## config.mk

```make
export PLATFORM = sky130hd
export DESIGN_NAME = wb_pipe_stage
export DESIGN_NICKNAME = d
export VERILOG_FILES = /design/src/rtl/wb_pipe_stage.sv
export SDC_FILE = /design/constraint.sdc
export NUM_CORES = 1
export LEC_CHECK = 0
export CORE_MARGIN = 4
export CORE_UTILIZATION = 40
export DETAILED_ROUTE_END_ITERATION = 10
export PLACE_DENSITY = 0.69
export SETUP_SLACK_MARGIN = 0.4
export SYNTH_ARGS = -nofsm -noshare
export SYNTH_HDL_FRONTEND = slang
export SYNTH_SLANG_ARGS = --single-unit
```

## constraint.sdc

```tcl
create_clock -name clock -period 1.9 [get_ports clock]
set_input_delay 0.475 -clock clock [delete_from_list [all_inputs] [get_ports clock]]
set_output_delay 0.475 -clock clock [all_outputs]
set_load 0.01 [all_outputs]
```

## src/rtl/wb_pipe_stage.sv

```systemverilog
// MEM/WB pipeline stage: carries load data, ALU result and destination register toward writeback.
// Latency 1 cycle (accept in N, visible in N+1); two-entry skid buffer sustains 1 payload/cycle.
// Backpressure: in_ready is registered from next state and drops only while both entries are full.
// Optional stall counter is built only when WB_PIPE_STALL_CNT_EN is defined; otherwise stall_cnt is 0.
module wb_pipe_stage #(
  parameter int DATA_W = 64,
  parameter int REG_W  = 5,
  parameter int CNT_W  = 32
) (
  input  logic              clock,
  input  logic              reset,
  input  logic              flush,
  input  logic              in_valid,
  output logic              in_ready,
  input  logic [DATA_W-1:0] in_read_data,
  input  logic [DATA_W-1:0] in_alu_result,
  input  logic [REG_W-1:0]  in_write_register,
  input  logic              in_reg_write,
  output logic              out_valid,
  input  logic              out_ready,
  output logic [DATA_W-1:0] out_read_data,
  output logic [DATA_W-1:0] out_alu_result,
  output logic [REG_W-1:0]  out_write_register,
  output logic              out_reg_write,
  output logic [CNT_W-1:0]  stall_cnt
);

  typedef enum logic [1:0] {
    EMPTY = 2'd0,
    ONE   = 2'd1,
    TWO   = 2'd2
  } state_t;

  state_t              state_q, state_d;
  logic                in_ready_q;
  logic                load_main, load_skid, skid_to_main;
  logic                accept, consume, main_vld;

  logic [DATA_W-1:0]   main_rd_q, main_alu_q, skid_rd_q, skid_alu_q;
  logic [REG_W-1:0]    main_wr_q, skid_wr_q;
  logic                main_rw_q, skid_rw_q;

  assign main_vld = (state_q != EMPTY);
  assign accept   = in_valid && in_ready_q;
  assign consume  = main_vld && out_ready;

  // Next-state and load-enable decode; flush overrides every handshake.
  always_comb begin
    state_d      = state_q;
    load_main    = 1'b0;
    load_skid    = 1'b0;
    skid_to_main = 1'b0;
    case (state_q)
      EMPTY: begin
        if (accept) begin
          load_main = 1'b1;
          state_d   = ONE;
        end
      end
      ONE: begin
        if (accept && consume) begin
          load_main = 1'b1;
        end else if (accept) begin
          load_skid = 1'b1;
          state_d   = TWO;
        end else if (consume) begin
          state_d   = EMPTY;
        end
      end
      TWO: begin
        if (consume) begin
          skid_to_main = 1'b1;
          state_d      = ONE;
        end
      end
      default: state_d = EMPTY;
    endcase
    if (flush) begin
      state_d      = EMPTY;
      load_main    = 1'b0;
      load_skid    = 1'b0;
      skid_to_main = 1'b0;
    end
  end

  // State, registered ready and payload storage; payload only moves on accept or skid transfer.
  always_ff @(posedge clock) begin
    if (reset) begin
      state_q    <= EMPTY;
      in_ready_q <= 1'b1;
      main_rd_q  <= '0;
      main_alu_q <= '0;
      main_wr_q  <= '0;
      main_rw_q  <= 1'b0;
      skid_rd_q  <= '0;
      skid_alu_q <= '0;
      skid_wr_q  <= '0;
      skid_rw_q  <= 1'b0;
    end else begin
      state_q    <= state_d;
      in_ready_q <= (state_d != TWO);
      if (load_main) begin
        main_rd_q  <= in_read_data;
        main_alu_q <= in_alu_result;
        main_wr_q  <= in_write_register;
        main_rw_q  <= in_reg_write;
      end else if (skid_to_main) begin
        main_rd_q  <= skid_rd_q;
        main_alu_q <= skid_alu_q;
        main_wr_q  <= skid_wr_q;
        main_rw_q  <= skid_rw_q;
      end
      if (load_skid) begin
        skid_rd_q  <= in_read_data;
        skid_alu_q <= in_alu_result;
        skid_wr_q  <= in_write_register;
        skid_rw_q  <= in_reg_write;
      end
    end
  end

  assign in_ready           = in_ready_q;
  assign out_valid          = main_vld;
  assign out_read_data      = main_rd_q;
  assign out_alu_result     = main_alu_q;
  assign out_write_register = main_wr_q;
  // A bubble must never write the register file, whatever the stale payload says.
  assign out_reg_write      = main_rw_q && main_vld;

`ifdef WB_PIPE_STALL_CNT_EN
  logic [CNT_W-1:0] stall_cnt_q;

  // Count cycles where WB holds off a valid payload; saturate, cleared by reset only.
  always_ff @(posedge clock) begin
    if (reset) begin
      stall_cnt_q <= '0;
    end else if (main_vld && !out_ready && (stall_cnt_q != {CNT_W{1'b1}})) begin
      stall_cnt_q <= stall_cnt_q + {{(CNT_W-1){1'b0}}, 1'b1};
    end
  end

  assign stall_cnt = stall_cnt_q;
`else
  assign stall_cnt = '0;
`endif

endmodule

```

Word-level counts from Yosys, hierarchy flattened. Index checks and enable logic that the tools add are counted.

Bitwise operators: 0. Divide/modulo/power cells: 0. Multiply operators: 0. Magnitude comparators: 0. Multiplexer cells: 25. Add/sub/neg operators: 0. Equal/unequal tests: 3. Reduce and logical (&&, ||, !) cells: 7. Shifts and indexed selects: 0.

Operators by type and width (count): 64-bit two-way mux (4); 2-bit two-way mux (6); 1-bit two-way mux (11); 5-bit two-way mux (2); 2-bit one-hot mux with 3 select lines (1); 1-bit logical AND (4); 2-bit nonzero test (2); 2-bit by 1-bit equality test with 1-bit output (second input constant) (1); 2-bit equality test (second input constant) (1); 2-bit logical NOT (1); 2-bit inequality test (second input constant) (1); 1-bit one-hot mux with 2 select lines (1).

Latch bits: 0. Memories: 0. Bits in registers: 271. Input bits: 139. Memory bits (read-only): 0. Output and inout port bits: 168. Logic and storage cells: 45. RAM bits: 0.

Longest topological paths before layout.
Word-level depth: 8. Depth in mapped cells: 7. Mapped depth without buffers: 4.

Worst setup path after synthesis. No wires, ideal clock.

Path type: input port to flip-flop. Start point: in out_ready. End point: reg main_alu_q[10], in the netlist out_alu_result[10]. Cell stages on the path: 7. Arrival time: 1.609 ns. Buffers on the path: 3. Library setup time: 0.147 ns. Slack: 0.144 ns. Data required time: 1.753 ns. Cells stage by stage: nor2b_1 > or4_1 > buf_2 > buf_2 > buf_2 > nor2_1 > a311oi_2.

Longest elaborated chain between the ends: 6. Elaborated cells on any way between the ends: 10. Those cells by class: 7 x mux; 3 x reduce/logical.

Ends and longest elaborated chain: from (decl) (line 20) `input logic out_ready,`; 1-bit logical AND (*) (line 45) `assign consume = main_vld && out_ready;`; 1-bit logical AND (line 61) `if (accept && consume) begin`; 1-bit two-way mux (line 61); 1-bit one-hot mux with 2 select lines (line 53) `case (state_q)`; 1-bit two-way mux (line 78) `if (flush) begin`; 64-bit two-way mux / 2-bit nonzero test (equally long branches); to (signal assigned) (line 104) `main_alu_q <= in_alu_result;`; to (signal assigned) (line 109) `main_alu_q <= skid_alu_q;`; to (decl) (line 39) `logic [DATA_W-1:0] main_rd_q, main_alu_q, skid_rd_q, skid_alu_q;`.

Mark *: on every way between the ends. The rest lies on a longest branch, timed or not. A chain may end at the register's enable or synchronous reset.

Worst setup path after layout.
Start point: in out_ready. End point: reg main_rd_q[2], in the netlist out_read_data[2].

Longest elaborated chain between the ends: 6. Elaborated cells on any way between the ends: 10. Those cells by class: 7 x mux; 3 x reduce/logical.

Ends and longest elaborated chain: 1-bit logical AND (*) (line 45); 1-bit logical AND (line 61); 1-bit two-way mux (line 61); 1-bit one-hot mux with 2 select lines (line 53); 1-bit two-way mux (line 78); 64-bit two-way mux / 2-bit nonzero test (equally long branches); to (signal assigned) (line 103) `main_rd_q <= in_read_data;`; to (signal assigned) (line 108) `main_rd_q <= skid_rd_q;`; to (decl) (line 39).

Marked as above.

==> impl_metrics.ini <==
[worst_setup_path]
crit_path_cell_trace = clkdlybuf4s50_1, nor2b_4, or4_4, buf_12, buf_12, a311oi_2
max_stage_delay_ns = 0.59
crit_arrival_ns = 2.34
critPathSlowestCell = or4_4
worst_setup_path_end_kind = flip-flop
cpMostUsedCell = buf_12
critPathMaxFanout = 24
critPathTopFamily = buffers and inverters
critPathKind = input pin to flip-flop
cp.required_ns = 2.33
cp-start-kind = input pin
path_buf_inv = 3

[sta]
final_max_slew_viol_count = 0
max_slew_margin = 0.655
period_share = 1.01
finalHoldViolations = 0
setup_tns_ns = -0.0176
setup_ws_ns = -0.0150
rsz0062_at_grt = true
clock.fmax_mhz = 522
min_period_ns = 1.92
skew_ns = 0.0109
setup-violations-final = 2
tightest_slew_ns = 0.518

[clock_tree]
cts_hold_buf = 0
cts_tree = yes
cts_made_buffers = 29
h-tree-depth = 1
clkTransAtPathRegs_ns = 0.06
clock_path_buffers = 3
cts_sinks = 271
clk_latency_ns = 0.54
cts_root_buffer = clkbuf_16

[synthesis]
synth.cell_area_um2 = 11600
yosysTopAreaCell = dfxtp_1
ys_warn_count = 0
synth_common_cells = nand2_1 (537), dfxtp_1 (271), a21oi_1 (135), nor2_1 (134), a311oi_2 (130)
synth_async_sr_flop_share = 0
yosys_most_used_dff = dfxtp_1
synthTopCellsByArea = dfxtp_1 (47%), nand2_1 (17%), a311oi_2 (17%), a21oi_1 (5.8%), nor2_1 (4.3%)
synth_top_area_share = 0.469
ys_ff_latch = 271
synth-edff-count = 0
synthDistinctLibCells = 25
synth_cells = 1379
ys_seq_area_frac = 0.469
avgSynthCellArea_um2 = 8.39
synth.most_common_cell = nand2_1

[die]
fp.dieW_um = 178
die_area_um2 = 31700
io-pin-count = 307
start_util = 0.411
core_um2 = 28200
dieHeight_um = 178
fp-row-count = 61

[layout]
nets = 1819
stdcell_area_um2 = 17800
synthToLayoutAreaGrowth_pct = 53.6
fill_cells = 2247
drive_above_1_share = 0.464
fin_cells = 2077
n_antenna_cell = 0

[pwr]
seqPwrFrac = 0.452
powerDensity_nw_per_um2 = 761
p_sw_uw = 3390
total_power_uw = 13500
switching_share = 0.251
clockPowerShare = 0.407
vdd_drop_max_v = 0.000556
p_comb_frac = 0.142
leakagePower_uw = 0.00675
internal_power_uw = 10100

[drt]
first_pass_iters = 5
drtIter0Drc = 700
drc = 0
antenna_left = 0
wl_per_cell_um = 18.6
wl_um = 38600
via_per_inst = 5.27
vias = 10900

[grt]
grt_pass1_wl_um = 52800
met3_usage = 0.0435
gr-total-overflow = 0
grt_pass1_vias = 10200
antenna_found_initial = 1
grtUsageMet1 = 0.269
busiest_layer = met2
met2_usage = 0.333
grt_max_degree = 51
grtUsageTotal = 0.201

[place]
hpwlAfterDp_um = 22300
gp_congestion = 0.812
dp_cells = 1986
placed_cell_area_um2 = 15100
port_buffers = 274

[worst_hold_path]
hold_path.class = input pin to flip-flop

[run]
drv_cap = 0

[outcome]
status = complete, but fails checks
violations = negative setup slack
## sequential cells by signal (all words and copies together) (netlist names)
name / cells
skid_rw_q: 1
main_rw_q: 1
out_read_data: 64
skid_alu_q: 64
out_alu_result: 64
skid_rd_q: 64
out_write_register: 5
in_ready: 1
skid_wr_q: 5
state_q: 2
## logic make-up (layout without fill, tap and decap cells)
kind of cell | count (synthesis) | in the layout | share of synthesized area
mux | 2 | 2 | 0.00173
flops | 271 | 271 | 0.469
compound gates | 270 | 270 | 0.231
buf+inv | 153 | 442 | 0.0729
simple gates | 682 | 682 | 0.225
other cells | 1 | 32 | 0.000324
## cells in the final DEF, fill, tap and decap left out, drive strengths merged, types with 2 or more instances in the layout
cell type / count
nor2: 134
clkdlybuf4s50: 137
buf: 235
dfxtp: 271
and3b: 2
conb: 32
clkinv: 3
mux2i: 2
clkbuf: 65
a21oi: 135
a311oi: 134
nand2: 537
## final timing paths
kind	start	to	slack, ns	cells past startpoint
worst min-delay path	reset	skid_alu_q[13]	0.37	2
worst min register to register	skid_rd_q[61]	skid_rd_q[61]	0.45	2
worst max-delay path	out_ready	out_read_data[2]	-0.02	6
worst max register to register	state_q[0]	out_read_data[2]	-0.02	6
## layer usage
metal  up-vias  routed length, um
met4         2                786
li1       5187                  -
met5         -                 14
met3        63               2820
met1      5303              16600
met2       383              18400
## per-stage QoR
step	setup WS [ns]	hold WS [ns]	util
5_1_grt	-0.0462	0.381	0.631
2_1_floorplan	0.160	0.437	-
3_5_place_dp	-0.511	0.447	0.537
3_3_place_gp	-0.482	0.441	0.537
6_report	-0.0150	0.371	0.631
4_1_cts	0.0142	0.352	0.564
## worst reg2reg max path: stages (launching register included)
cell and delay, ns:
dfxtp_4 0.35, buf_6 0.12, nor2b_4 0.13, or4_4 0.59, buf_12 0.19, buf_12 0.19, a311oi_2 0.25
## area by class of cell
class	instances	area (um^2)	area share
tap	378	473	0.0266
inverter	1	3.75	0.000211
clock buffer	46	870	0.0489
timing repair buffer	391	4250	0.239
clock inverter	4	48.8	0.00275
sequential	271	5560	0.313
multi-input combinational	986	6560	0.369
## power groups by stage
| stage | clock network [uW] | logic (uW) | registers, uW |
|---|---|---|---|
| 2_1_floorplan | 0 | 783 | 6240 |
| 3_3_place_gp | 0 | 1740 | 6180 |
| 3_5_place_dp | 0 | 1770 | 6170 |
| 4_1_cts | 5590 | 1700 | 6100 |
| 5_1_grt | 5810 | 2040 | 6130 |
| 6_report | 5500 | 1910 | 6100 |
## what timing repair did
item                                    4_1_cts  5_1_grt
endpoints found under the hold margin         0        0
cloned                                        0       26
buffers inserted                              2       13
gates resized for setup                     721      353
endpoints found under the setup margin      404      333
pin swaps                                     0      138
No activity file was read; power rests on OpenSTA's default activity.
